<file path="src/rtl/prog_loader_pkg.sv">
// Shared widths and state codes for the instruction-memory program loader.
package prog_loader_pkg;

  localparam int unsigned LD_W     = 4;
  localparam int unsigned LD_DW    = 8;
  localparam int unsigned LD_DEPTH = 1 << LD_W;

  typedef enum logic [1:0] {
    LD_IDLE  = 2'd0,
    LD_LOAD  = 2'd1,
    LD_CHECK = 2'd2,
    LD_FIN   = 2'd3
  } ld_state_e;

endpackage

</file>
<file path="src/rtl/prog_loader_if.sv">
// Byte stream in (valid/ready) and instruction RAM write port of the loader.
interface prog_loader_if
  import prog_loader_pkg::*;
#(
  parameter int unsigned W  = LD_W,
  parameter int unsigned DW = LD_DW
) ();

  logic          in_valid;
  logic [DW-1:0] in_data;
  logic          in_ready;
  logic          mem_we;
  logic [W-1:0]  mem_adrs;
  logic [DW-1:0] mem_dat;

  // Host / serial front end: produces the stream, observes the RAM writes.
  modport master (
    output in_valid,
    output in_data,
    input  in_ready,
    input  mem_we,
    input  mem_adrs,
    input  mem_dat
  );

  // Loader: consumes the stream, drives the RAM write port.
  modport slave (
    input  in_valid,
    input  in_data,
    output in_ready,
    output mem_we,
    output mem_adrs,
    output mem_dat
  );

endinterface

</file>
<file path="src/rtl/prog_loader_checksum.sv">
// DW-bit running sum of the loaded words; only built with LOADER_CHECKSUM_EN.
// sum_zero_c reports whether adding din to the current sum gives zero.
`ifdef LOADER_CHECKSUM_EN
module prog_loader_checksum
  import prog_loader_pkg::*;
#(
  parameter int unsigned DW = LD_DW
) (
  input  logic          clk,
  input  logic          reset,
  input  logic          clr,
  input  logic          add,
  input  logic [DW-1:0] din,
  output logic          sum_zero_c
);

  logic [DW-1:0] acc_q;
  logic [DW-1:0] acc_d;

  // Next accumulator value: clear wins over add.
  always_comb begin
    acc_d = acc_q;
    if (clr) begin
      acc_d = '0;
    end else if (add) begin
      acc_d = DW'(acc_q + din);
    end
  end

  // Accumulator register.
  always_ff @(posedge clk) begin
    if (reset) begin
      acc_q <= '0;
    end else begin
      acc_q <= acc_d;
    end
  end

  assign sum_zero_c = (DW'(acc_q + din) == '0);

endmodule
`endif

</file>
<file path="src/rtl/prog_loader.sv">
// Program loader: writes a DEPTH-word byte stream into instruction RAM from
// address 0 and holds the CPU while doing so. Build option LOADER_CHECKSUM_EN
// adds a trailing checksum byte that must bring the word sum to zero.
module prog_loader
  import prog_loader_pkg::*;
#(
  parameter int unsigned W  = LD_W,
  parameter int unsigned DW = LD_DW
) (
  input  logic          clk,
  input  logic          reset,
  input  logic          start,
  prog_loader_if.slave  bus,
  output logic          cpu_hold,
  output logic          busy,
  output logic          done,
  output logic          err
);

  localparam int unsigned DEPTH = 1 << W;
  localparam logic [W-1:0] LAST_ADRS = W'(DEPTH - 1);

  ld_state_e     state_q,    state_d;
  logic [W-1:0]  cnt_q,      cnt_d;
  logic          in_ready_q, in_ready_d;
  logic          mem_we_q,   mem_we_d;
  logic [W-1:0]  mem_adrs_q, mem_adrs_d;
  logic [DW-1:0] mem_dat_q,  mem_dat_d;
  logic          cpu_hold_q, cpu_hold_d;
  logic          busy_q,     busy_d;
  logic          done_q,     done_d;
  logic          xfer_c;

  assign xfer_c = bus.in_valid & in_ready_q;

`ifdef LOADER_CHECKSUM_EN
  logic err_q, err_d;
  logic ck_clr_c, ck_add_c, ck_zero_c;

  prog_loader_checksum #(.DW(DW)) u_checksum (
    .clk        (clk),
    .reset      (reset),
    .clr        (ck_clr_c),
    .add        (ck_add_c),
    .din        (bus.in_data),
    .sum_zero_c (ck_zero_c)
  );
`endif

  // Next state, counter and registered output values.
  always_comb begin
    state_d    = state_q;
    cnt_d      = cnt_q;
    in_ready_d = in_ready_q;
    mem_we_d   = 1'b0;
    mem_adrs_d = mem_adrs_q;
    mem_dat_d  = mem_dat_q;
    cpu_hold_d = cpu_hold_q;
    busy_d     = busy_q;
    done_d     = 1'b0;
`ifdef LOADER_CHECKSUM_EN
    err_d      = err_q;
    ck_clr_c   = 1'b0;
    ck_add_c   = 1'b0;
`endif

    unique case (state_q)
      LD_IDLE: begin
        if (start) begin
          state_d    = LD_LOAD;
          cnt_d      = '0;
          in_ready_d = 1'b1;
          cpu_hold_d = 1'b1;
          busy_d     = 1'b1;
`ifdef LOADER_CHECKSUM_EN
          err_d      = 1'b0;
          ck_clr_c   = 1'b1;
`endif
        end
      end

      LD_LOAD: begin
        if (xfer_c) begin
          mem_we_d   = 1'b1;
          mem_adrs_d = cnt_q;
          mem_dat_d  = bus.in_data;
          cnt_d      = cnt_q + W'(1);
`ifdef LOADER_CHECKSUM_EN
          ck_add_c   = 1'b1;
`endif
          if (cnt_q == LAST_ADRS) begin
`ifdef LOADER_CHECKSUM_EN
            // Stay ready for the checksum byte.
            state_d    = LD_CHECK;
`else
            state_d    = LD_FIN;
            in_ready_d = 1'b0;
`endif
          end
        end
      end

`ifdef LOADER_CHECKSUM_EN
      LD_CHECK: begin
        if (xfer_c) begin
          in_ready_d = 1'b0;
          if (ck_zero_c) begin
            state_d = LD_FIN;
          end else begin
            // Bad image: keep the CPU held, flag it and go idle.
            state_d = LD_IDLE;
            err_d   = 1'b1;
            busy_d  = 1'b0;
          end
        end
      end
`endif

      LD_FIN: begin
        state_d    = LD_IDLE;
        done_d     = 1'b1;
        cpu_hold_d = 1'b0;
        busy_d     = 1'b0;
      end

      default: begin
        state_d = LD_IDLE;
      end
    endcase
  end

  // State and output registers.
  always_ff @(posedge clk) begin
    if (reset) begin
      state_q    <= LD_IDLE;
      cnt_q      <= '0;
      in_ready_q <= 1'b0;
      mem_we_q   <= 1'b0;
      mem_adrs_q <= '0;
      mem_dat_q  <= '0;
      cpu_hold_q <= 1'b0;
      busy_q     <= 1'b0;
      done_q     <= 1'b0;
    end else begin
      state_q    <= state_d;
      cnt_q      <= cnt_d;
      in_ready_q <= in_ready_d;
      mem_we_q   <= mem_we_d;
      mem_adrs_q <= mem_adrs_d;
      mem_dat_q  <= mem_dat_d;
      cpu_hold_q <= cpu_hold_d;
      busy_q     <= busy_d;
      done_q     <= done_d;
    end
  end

`ifdef LOADER_CHECKSUM_EN
  // Sticky checksum error flag.
  always_ff @(posedge clk) begin
    if (reset) begin
      err_q <= 1'b0;
    end else begin
      err_q <= err_d;
    end
  end

  assign err = err_q;
`else
  assign err = 1'b0;
`endif

  assign bus.in_ready = in_ready_q;
  assign bus.mem_we   = mem_we_q;
  assign bus.mem_adrs = mem_adrs_q;
  assign bus.mem_dat  = mem_dat_q;
  assign cpu_hold     = cpu_hold_q;
  assign busy         = busy_q;
  assign done         = done_q;

endmodule

</file>
<file path="src/flat_wrapper.sv">
// flat-port wrapper written by rule: the top's interface ports become plain ports
module prog_loader_flat import prog_loader_pkg::*;
#(
  parameter int unsigned W  = LD_W,
  parameter int unsigned DW = LD_DW
)
  (clk, reset, start, cpu_hold, busy, done, err, bus_in_valid, bus_in_data, bus_in_ready, bus_mem_we, bus_mem_adrs, bus_mem_dat);
  prog_loader_if #(.W(W), .DW(DW)) bus_i ();
  input  logic clk;
  input  logic reset;
  input  logic start;
  output logic cpu_hold;
  output logic busy;
  output logic done;
  output logic err;
  input wire logic [$bits(bus_i.in_valid)-1:0] bus_in_valid;
  input wire logic [$bits(bus_i.in_data)-1:0] bus_in_data;
  output wire logic [$bits(bus_i.in_ready)-1:0] bus_in_ready;
  output wire logic [$bits(bus_i.mem_we)-1:0] bus_mem_we;
  output wire logic [$bits(bus_i.mem_adrs)-1:0] bus_mem_adrs;
  output wire logic [$bits(bus_i.mem_dat)-1:0] bus_mem_dat;
  assign bus_i.in_valid = bus_in_valid;
  assign bus_i.in_data = bus_in_data;
  assign bus_in_ready = bus_i.in_ready;
  assign bus_mem_we = bus_i.mem_we;
  assign bus_mem_adrs = bus_i.mem_adrs;
  assign bus_mem_dat = bus_i.mem_dat;
  prog_loader #(.W(W), .DW(DW)) u_core (.clk(clk), .reset(reset), .start(start), .bus(bus_i), .cpu_hold(cpu_hold), .busy(busy), .done(done), .err(err));
endmodule
</file>
<file path="config.mk">
export PLATFORM = sky130hd
export DESIGN_NAME = prog_loader_flat
export DESIGN_NICKNAME = d
export VERILOG_FILES = /design/src/rtl/prog_loader_pkg.sv /design/src/rtl/prog_loader_if.sv /design/src/rtl/prog_loader_checksum.sv /design/src/rtl/prog_loader.sv /design/src/flat_wrapper.sv
export SDC_FILE = /design/constraint.sdc
export NUM_CORES = 1
export LEC_CHECK = 0
export CAP_MARGIN = 40
export CORE_ASPECT_RATIO = 1.5
export CORE_MARGIN = 10
export CORE_UTILIZATION = 39
export DETAILED_ROUTE_END_ITERATION = 6
export GPL_TIMING_DRIVEN = 0
export PLACE_DENSITY = 0.7
export SYNTH_ARGS = -nofsm -noshare
export SYNTH_HDL_FRONTEND = slang
export SYNTH_SLANG_ARGS = --single-unit
</file>
<file path="constraint.sdc">
create_clock -name clk -period 1.9 [get_ports clk]
set_clock_uncertainty 0.15 [all_clocks]
set_input_delay 0.19 -clock clk [delete_from_list [all_inputs] [get_ports clk]]
set_output_delay 0.19 -clock clk [all_outputs]
set_load 0.05 [all_outputs]
</file>
==> impl_metrics.env <==
export IMPL_ir_worst_vdd_v=0.0004373
export IMPL_h_tree_depth=1
export IMPL_power_switching_uw=214.2
export IMPL_pre_cts_ws_ns=0.1586
export IMPL_critPathArrivalTime_ns=1.47
export IMPL_rsz0062_at_grt="no"
export IMPL_ys_seq_elements=22
export IMPL_final_setup_viol_count=0
export IMPL_max_slew_margin_pct=65.35
export IMPL_period_minus_slack_ns=1.807
export IMPL_worst_skew_pair_late_latency_ns=0.31
export IMPL_clockPowerShare_pct=29.9
export IMPL_hp_class="input pin to flop"
export IMPL_wl_mm=2.053
export IMPL_fmax_ghz=0.5534
export IMPL_critical_path_reg2reg_endpoint="u_core.cnt_q[3]"
export IMPL_pwr_share_seq_pct=56.0
export IMPL_syn_to_final_growth_pct=39.48
export IMPL_grtUsageTotal_pct=9.527
export IMPL_outcome="completed"
export IMPL_rows=21
export IMPL_syn_nets=113
export IMPL_crit_type="flop to output pin"
export IMPL_drt_first_pass_iters=3
export IMPL_die_h_um=78
export IMPL_syn_avg_cell_area_um2=8.746
export IMPL_post_cts_setup_buffer_count=0
export IMPL_diodes=0
export IMPL_r2r_start="u_core.state_q[1]"
export IMPL_grt_max_degree=13
export IMPL_crit_required_ns=1.56
export IMPL_dp_hpwl_mm=1.616
export IMPL_hold_viol_final=0
export IMPL_finalPower_uw=851.3
export IMPL_die_area_um2=4576
export IMPL_slowest_stage="clkdlybuf4s50_1"
export IMPL_fp_dieW_um=58.67
export IMPL_synth_top_area_share_pct=50.36
export IMPL_seq_area_frac_synth_pct=50.36
export IMPL_start_util_pct=40.10
export IMPL_grt_pass1_wl_mm=3.588
export IMPL_drc=0
export IMPL_fin_tns_setup_ns=0
export IMPL_cts_buffer_depth=2
export IMPL_end_kind="output pin"
export IMPL_netlist_area_um2=874.6
export IMPL_max_stage_delay_ns=0.81
export IMPL_ioPinCount=30
export IMPL_cp_max_fo=2
export IMPL_grt_overflow_total=0
export IMPL_crit_cells=1
export IMPL_path_buf_inv=1
export IMPL_comb_power_share_pct=14.1
export IMPL_drt_vias_per_instance=4.987
export IMPL_fin_area_um2=1220
export IMPL_syn_inst=100
export IMPL_reg2reg_slack_ns=0.37
export IMPL_powerDensity_nw_per_um2=697.8
export IMPL_crit_path_end="bus_mem_dat[2]"
export IMPL_swShare_pct=25.16
export IMPL_clock_sinks=22
export IMPL_critPathLaunch="u_core.bus.mem_dat[2]"
export IMPL_core_region_area_um2=2181
export IMPL_drive_gt1_share_pct=9.091
export IMPL_grt_pass1_vias=761
export IMPL_grt_antenna_before_repair=0
export IMPL_ys_top_cells_by_area="dfxtp_1, nand2_1, a21oi_1, nand4b_4, buf_4"
export IMPL_fin_nets=146
export IMPL_numCtsBuffers=3
export IMPL_ant_nets=0
export IMPL_io_buffers=28
export IMPL_fin_ws_ns=0.09289
export IMPL_slew_violations=0
export IMPL_synth_yosys_warnings=0
export IMPL_place_congestion=0.8529
export IMPL_cts_tree="built"
export IMPL_tightest_slew_ns=0.5189
export IMPL_ctsRootBufferMaster="clkbuf_4"
export IMPL_vias=773
export IMPL_crit_chain="clkdlybuf4s50_1"
export IMPL_setup_worst_path_start_class="flop"
export IMPL_cap_viol_max_count=0
export IMPL_clkTransAtPathRegs_ns=0.11
export IMPL_p_int_uw=637.1
export IMPL_drt_iter0_markers=12
export IMPL_leakage_nw=0.4660
export IMPL_critical_path_top_delay_family="buffers and inverters"
export IMPL_post_drt_wl_per_cell_um=13.25
export IMPL_yosys_area_top_type="dfxtp_1"
export IMPL_finish_utilization_pct=55.94
export IMPL_ff2ff_path_depth=3
export IMPL_place_area_um2=1184
export IMPL_fin_crit_sh_pct=95.11
export IMPL_yosysUniqueCellTypes=29
==> layout make-up <==
class | count | area [um^2]
fillers | 195 | 960.9
multi-input cells | 69 | 385.4
well taps | 23 | 28.78
plain buffers | 8 | 45.04
inverters | 1 | 3.754
flip-flops and latches | 22 | 440.4
clock buffers | 4 | 36.28
repair buffers | 28 | 280.3
==> tightest hold or removal path, delay by kind of cell <==
| family | cells | cell delay [ns] |
|---|---|---|
| buffers and inverters | 1 | 0.40 |
| and+or+nand+nor | 1 | 0.06 |
| AOI/OAI and AO/OA | 1 | 0.05 |
==> power by group through the flow <==
stage | Sequential (mW) | Clock [mW] | Combinational [mW]
final | 0.476 | 0.255 | 0.120
after global routing | 0.479 | 0.284 | 0.129
after CTS | 0.477 | 0.260 | 0.122
after detailed placement | 0.487 | 0 | 0.124
after global placement | 0.486 | 0 | 0.123
after floorplan | 0.511 | 0 | 0.0493
==> synthesized netlist by cell type <==
| cell | instances |
|---|---|
| nor3b_1 | 1 |
| inv_1 | 1 |
| o21ai_1 | 1 |
| and4b_1 | 1 |
| nor4bb_1 | 1 |
| a211oi_2 | 1 |
| and4_1 | 1 |
| buf_2 | 3 |
| a41o_1 | 1 |
| clkbuf_1 | 2 |
| nand2_1 | 26 |
| nor2b_1 | 1 |
| conb_1 | 1 |
| xnor2_1 | 1 |
| a211oi_1 | 1 |
| dfxtp_1 | 22 |
| nor3_1 | 1 |
| or3_1 | 1 |
| nand3_1 | 3 |
| or3b_1 | 1 |
| nand2b_1 | 1 |
| a21oi_1 | 15 |
| buf_4 | 3 |
| nand4b_1 | 1 |
| nor2_1 | 4 |
| nand4b_4 | 1 |
| a31oi_1 | 1 |
| ha_1 | 1 |
| o21bai_1 | 2 |
==> per-layer routing <==
layer	track usage, %	routed length, um	up-vias
li1	-	-	405
met5	0	0	-
met4	5.991	52	0
met3	3.420	157	4
met1	9.735	804	344
met2	15.78	1039	20
==> registers in the layout, indices dropped and copies added, names as in the netlist <==
| signal | count |
|---|---|
| u_core.bus.mem_dat | 8 |
| u_core.bus.mem_adrs | 4 |
| u_core.cnt_q | 4 |
| u_core.state_q | 2 |
| u_core.bus.in_ready | 1 |
| u_core.bus.mem_we | 1 |
| u_core.cpu_hold | 1 |
| u_core.done | 1 |
==> through the flow <==
step	hold slack [ns]	cells
final	0.2676	155
after global routing	0.2662	155
after CTS	0.2675	155
after detailed placement	0.2967	151
after global placement	0.2913	151
after floorplan	0.1203	100
==> cell families (layout without fill, tap and decap cells) <==
logic type | Yosys count | in the layout | synth area share, %
compound gates | 22 | 22 | 15.02
xor+xnor | 1 | 1 | 1.002
fa+ha+maj | 1 | 1 | 1.430
buf+inv | 9 | 41 | 5.579
flops | 22 | 22 | 50.36
other cells | 1 | 1 | 0.4288
simple gates | 44 | 44 | 26.18
==> how the worst min path moves through the flow <==
stage	startpoint	to	slack (ns)	depth (start not counted)
floorplan	reset	u_core.bus.mem_we	0.12	1
global placement	u_core.bus.mem_dat[4]	u_core.bus.mem_dat[4]	0.29	2
detailed placement	u_core.bus.mem_dat[1]	u_core.bus.mem_dat[1]	0.30	2
CTS	bus_in_data[0]	u_core.bus.mem_dat[0]	0.27	3
global route	bus_in_data[6]	u_core.bus.mem_dat[6]	0.27	3
finish	bus_in_data[0]	u_core.bus.mem_dat[0]	0.27	3
==> layout by cell type, fill, tap and decap left out, types with 2 or more instances in the layout <==
| cell type | n |
|---|---|
| a21oi_1 | 15 |
| buf_2 | 3 |
| nor2_1 | 4 |
| clkbuf_4 | 3 |
| nand3_1 | 3 |
| nand2_1 | 26 |
| dlygate4sd2_1 | 2 |
| buf_4 | 3 |
| clkbuf_1 | 2 |
| clkdlybuf4s50_1 | 25 |
| dfxtp_1 | 22 |
| o21bai_1 | 2 |
==> timing repair <==
item                                    CTS  global route
hold buffers                              0             0
resized for setup                         2             1
endpoints found under the setup margin    2             1
(Power assumes the default switching activity.)
==> edit 1 (config.mk and constraints unchanged) <==
Build with the macro `LOADER_CHECKSUM_EN` defined.
--- a/src/rtl/prog_loader_checksum.sv
+++ b/src/rtl/prog_loader_checksum.sv
@@ -1,4 +1,6 @@
 // DW-bit running sum of the loaded words; only built with LOADER_CHECKSUM_EN.
 // sum_zero_c reports whether adding din to the current sum gives zero.
+`define LOADER_CHECKSUM_EN
+
 `ifdef LOADER_CHECKSUM_EN
 module prog_loader_checksum
Formal check against the unedited RTL: same outputs for any inputs over 10 cycles, from zero or initial values and one cycle with reset high; that may be too few to reach the edited logic, so the function may still have changed.
==> edit 1 against the unedited design <==
The run now ends with negative setup slack left; design area is 88% higher; combinational power grew to 2.7 times the old value; register-to-register slack worse by 0.84 ns; setup slack worse by 0.56 ns; wire length is 110% higher; sequential share of layout area is 8.0 points lower; sequential power is 49% higher; global-route usage is 2.0 points higher; final cell count is 84% higher; power is 97% higher; sequential cell count is 10 higher; via count is 86% higher; synthesized area is 87% higher.
==> edit 1: results (changes against the unedited design) <==
clk_lat worst skew 0.28 ns (was 0.31 ns); largest net degree at the start of global routing 11 (was 13); WP data arrival 2.42 ns (was 1.47 ns); setup TNS -1.99 ns (was 0 ns); CP max FO 3 (was 2); Placer Congestion 0.782 (was 0.853); actual slew at the worst max-slew pin 0.575 ns (was 0.519 ns); met3 usage 3.38% (was 3.42%); drt pass-1 iters 4 (was 3); Metal-1 WL 1.78 mm (was 804 um); GR Util met1 11.9% (was 9.74%); met2 WL 2.27 mm (was 1.04 mm); GR Util met2 20.6% (was 15.8%); initial antenna violation count 0 (unchanged); Leakage 0.860 nW (was 0.466 nW); DP HPWL 2.97 mm (was 1.62 mm); min-delay src bus_in_data[2] (was bus_in_data[0]); post-synth cell types 37 (was 29); Critical R2R Capture u_core.state_q[1] (was u_core.cnt_q[3]); layout cell share with drive strength beyond 1 20.0% (was 9.09%); vias per cell 5.05 (was 4.99); Synth Area in Adders 7.33% (was 1.43%); FMAX 422 MHz (was 553 MHz); final worst slack -0.467 ns (was 0.0929 ns); clock-pin slew on the worst setup and hold paths 0.07 ns (was 0.11 ns); Max IR drop VDD 0.555 mV (was 0.437 mV); Routed WL 4.23 mm (was 2.05 mm); vias in the first global route 1406 (was 761); GRT Overall Usage 11.5% (was 9.53%); reg2reg path depth 8 (was 3); setup repair bufs after CTS 1 (was 0); Commonest cells post-synth nand2_1, dfxtp_1, a21oi_1 (unchanged); Compound-Gate Fraction of Synth Area 17.4% (was 15.0%); syn nets 219 (was 113); outcome complete, but fails checks (was finished, final reports clean); Final setup violation count 6 (was 0); Hold Path End u_core.bus.mem_dat[2] (was u_core.bus.mem_dat[0]); CTS HTree Levels 2 (was 1); reg2reg start u_core.u_checksum.acc_q[0] (was u_core.state_q[1]); first-pass GRT wire length 6.69 mm (was 3.59 mm); Resize count post-CTS 6 (was 2); metal3 WL 132 um (was 157 um); DRT iter0 DRCs 77 (was 12); Antenna Cells 0 (unchanged); Seq/Total Area, Yosys 39.1% (was 50.4%); post-synthesis xor/xnor area fraction 3.74% (was 1.00%); CTS Buf Count 5 (was 3); mux contribution to synthesized area 0.611% (was 0%); failing checks negative setup slack; Nets 260 (was 146); quantity of I/O buffers inserted on ports 29 (was 28); CTS Root Buffer Type clkbuf_8 (was clkbuf_4); Hold/Removal Path Class input port to register (unchanged); DR top layer met4 (unchanged); largest cells by area after synthesis dfxtp_1, nand2_1, a21oi_1, ha_1, nor2_1 (was dfxtp_1, nand2_1, a21oi_1, nand4b_4, buf_4)
[edit 1: how the worst max path moves through the flow]
stage | endpoint | startpoint | cells past startpoint
final | u_core.state_q[1] | u_core.u_checksum.acc_q[0] | 8
after global placement | u_core.state_q[1] | bus_in_data[0] | 9
after floorplan | u_core.err | u_core.u_checksum.acc_q[0] | 8
after CTS | u_core.state_q[1] | u_core.u_checksum.acc_q[0] | 8
after global routing | u_core.busy | u_core.u_checksum.acc_q[0] | 8
after detailed placement | u_core.state_q[1] | bus_in_data[0] | 9
[edit 1: final cells by class]
cell class / count / area [um^2]
plain buffers: 10 / 63.8
clock buffers: 6 / 72.6
clock inverters: 2 / 35.0
fillers: 369 / 1700
inverters: 6 / 22.5
multi-input cells: 150 / 1060
flip-flops and latches: 32 / 643
well taps: 45 / 56.3
repair buffers: 34 / 335
[edit 1: power by group]
group          total, mW  switching [mW]  internal (mW)
Sequential         0.710          0.0160          0.694
Clock              0.641           0.252          0.389
Combinational      0.323           0.190          0.133
[edit 1: through the flow]
| step | instances | hold slack, ns | setup WS (ns) | area [um^2] | total power [mW] |
|---|---|---|---|---|---|
| 6_report | 285 | 0.0883 | -0.467 | 2290 | 1.67 |
| 2_1_floorplan | 198 | 0.174 | -0.328 | 1660 | 0.922 |
| 3_3_place_gp | 272 | 0.293 | -0.896 | 2010 | 1.01 |
| 4_1_cts | 281 | 0.171 | -0.493 | 2150 | 1.67 |
| 3_5_place_dp | 272 | 0.297 | -0.895 | 2010 | 1.02 |
| 5_1_grt | 285 | 0.0925 | -0.580 | 2290 | 1.75 |
[edit 1: critical path: stages (launching register included)]
cell	delay, ns
dfxtp_2	0.35
ha_4	0.13
inv_2	0.03
fa_1	0.49
or4bb_1	0.43
nor2_2	0.13
nor4b_4	0.23
nand3_2	0.16
a211oi_2	0.19
==> edit 2 (same flow settings) <==
Made on the original files. Take the reset off `mem_adrs_q` and `mem_dat_q` and load them in a clocked block of their own.
--- a/src/rtl/prog_loader.sv
+++ b/src/rtl/prog_loader.sv
@@ -137,6 +137,4 @@
       in_ready_q <= 1'b0;
       mem_we_q   <= 1'b0;
-      mem_adrs_q <= '0;
-      mem_dat_q  <= '0;
       cpu_hold_q <= 1'b0;
       busy_q     <= 1'b0;
@@ -147,10 +145,13 @@
       in_ready_q <= in_ready_d;
       mem_we_q   <= mem_we_d;
-      mem_adrs_q <= mem_adrs_d;
-      mem_dat_q  <= mem_dat_d;
       cpu_hold_q <= cpu_hold_d;
       busy_q     <= busy_d;
       done_q     <= done_d;
     end
+  end
+
+  always_ff @(posedge clk) begin
+    mem_adrs_q <= mem_adrs_d;
+    mem_dat_q  <= mem_dat_d;
   end
 
Behaviour: differs if reset is asserted again (counterexample within 4 cycles, from zero or initial values and one cycle with reset high); with reset held inactive, the same outputs for 10 cycles.
==> edit 2 against the unedited design <==
Worst hold slack lost 0.14 ns; wire length shrank 25%; power grew 1.1%; setup slack lost 0.020 ns; register-to-register slack lost 0.02 ns; sequential cell count is the same; design area shrank 8.5%; synthesized area shrank 11%; sequential power grew 8.8%; critical path depth is the same; critical path type unchanged; highest routed layer unchanged.
==> edit 2: results (changes against the unedited design) <==
max reg flops 8 (unchanged); CTS HTree Levels 1 (unchanged); Hold/Removal Path Class input port to register (unchanged); Synth Area in Adders 1.60% (was 1.43%); largest cells by area after synthesis edfxtp_1, dfxtp_1, a21oi_1, nand4b_4, nand3_1 (was dfxtp_1, nand2_1, a21oi_1, nand4b_4, buf_4); Area Overhead vs Synth 42.7% (was 39.5%); initial antenna violation count 0 (unchanged); Max Root-Sink Buffers 2 (unchanged); P_seq 0.518 mW (was 0.476 mW); Placement Setup Slack 0.137 ns (was 0.159 ns); Seq/Total Area, Yosys 71.7% (was 50.4%); DP Area 0.00108 mm^2 (was 0.00118 mm^2); Critical-path top delay cell clkdlybuf4s50_1 (unchanged); vias in the first global route 563 (was 761); layout cell share with drive strength beyond 1 11.6% (was 9.09%); DRT iter0 DRCs 10 (was 12); CTS Buf Count 3 (unchanged); yosys warns 0 (unchanged); Commonest cells post-synth edfxtp_1, dfxtp_1, a21oi_1 (was nand2_1, dfxtp_1, a21oi_1); Net Sw Frac 22.2% (was 25.2%); syn nets 68 (was 113); asr flop ratio synth 0% (unchanged); Nets 100 (was 146); setup repair bufs after CTS 0 (unchanged); clock-net power 0.240 mW (was 0.255 mW); largest net degree at the start of global routing 17 (was 13); mux contribution to synthesized area 0% (unchanged); Crit path max-delay family buffers and inverters (unchanged); clk_lat worst skew 0.29 ns (was 0.31 ns); CP peak stage delay 0.82 ns; Compound-Gate Fraction of Synth Area 8.96% (was 15.0%); Filler cells 187 (was 195); quantity of I/O buffers inserted on ports 27 (was 28); post-synth cell types 23 (was 29); Max IR drop VDD 0.462 mV (was 0.437 mV); vias per cell 5.00 (was 4.99); CTS Root Buffer Type clkbuf_4 (unchanged); Antenna Cells 0 (unchanged); Clock power frac 27.9% (was 29.9%); outcome finished, final reports clean (unchanged); Placer Congestion 0.768 (was 0.853); DP HPWL 1.22 mm (was 1.62 mm); CP max FO 3 (was 2); post-synthesis xor/xnor area fraction 0% (was 1.00%); first-pass GRT wire length 2.62 mm (was 3.59 mm); clock-pin slew on the worst setup and hold paths 0.11 ns (about the same); drt pass-1 iters 4 (was 3); WP data arrival 1.49 ns (was 1.47 ns); EDFF count, synth 12 (was 0); Leakage 0.419 nW (was 0.466 nW); worst rel slew slack 65.8% (was 65.4%); GRT Overall Usage 7.68% (was 9.53%); Routed WL per cell 14.4 um (was 13.2 um)
==> edit 2: changes by cell type in the layout (fill, tap and decap cells not counted), sizes merged, moves of 2 or more <==
cell | unedited run | this run
edfxtp | 0 | 12
dfxtp | 22 | 10
nand2 | 26 | 3
buf | 6 | 2
a21oi | 15 | 5
a211oi | 2 | 0
a311oi | 0 | 2
==> edit 2: worst paths after layout <==
kind | endpoint | depth (start not counted) | from | slack [ns]
hold reg to reg | u_core.cpu_hold | 2 | u_core.cpu_hold | 0.34
setup / recovery | busy | 1 | u_core.cpu_hold | 0.07
setup reg to reg | u_core.cnt_q[3] | 4 | u_core.state_q[1] | 0.35
hold / removal | u_core.bus.mem_we | 2 | reset | 0.13
==> edit 2: kinds of logic after synthesis <==
logic type | Yosys count
flip-flops | 22
AND/OR/NAND/NOR | 17
other | 1
adder cells (fa/ha/maj) | 1
AO/OA/AOI/OAI | 10
buffers and inverters | 4
==> edit 2: timing repair <==
item | 4_1_cts | 5_1_grt
endpoints found under the setup margin | 1 | 1
resized for setup | 1 | 1
gates cloned | 0 | 0
==> edit 2: layout make-up <==
type                       count  area share (%)
sequential                    22            50.2
inverter                       1           0.448
tap                           21            2.35
buffer                         3            1.68
timing repair buffer          27            24.3
multi-input combinational     29            17.7
clock buffer                   4            3.25
==> edit 2: metal layers <==
layer | track usage (%) | vias to the layer above | share of wire, %
met3 | 4.21 | 2 | 13
li1 | - | 265 | -
met2 | 11.9 | 27 | 44
met5 | 0 | - | 0
met1 | 8.32 | 241 | 42
met4 | 4.02 | 0 | 0.45
==> edit 2: through the flow <==
stage / hold WS [ns] / instances
5_1_grt: 0.155 / 107
3_3_place_gp: 0.315 / 103
6_report: 0.127 / 107
4_1_cts: 0.121 / 107
2_1_floorplan: 0.139 / 55
3_5_place_dp: 0.323 / 103
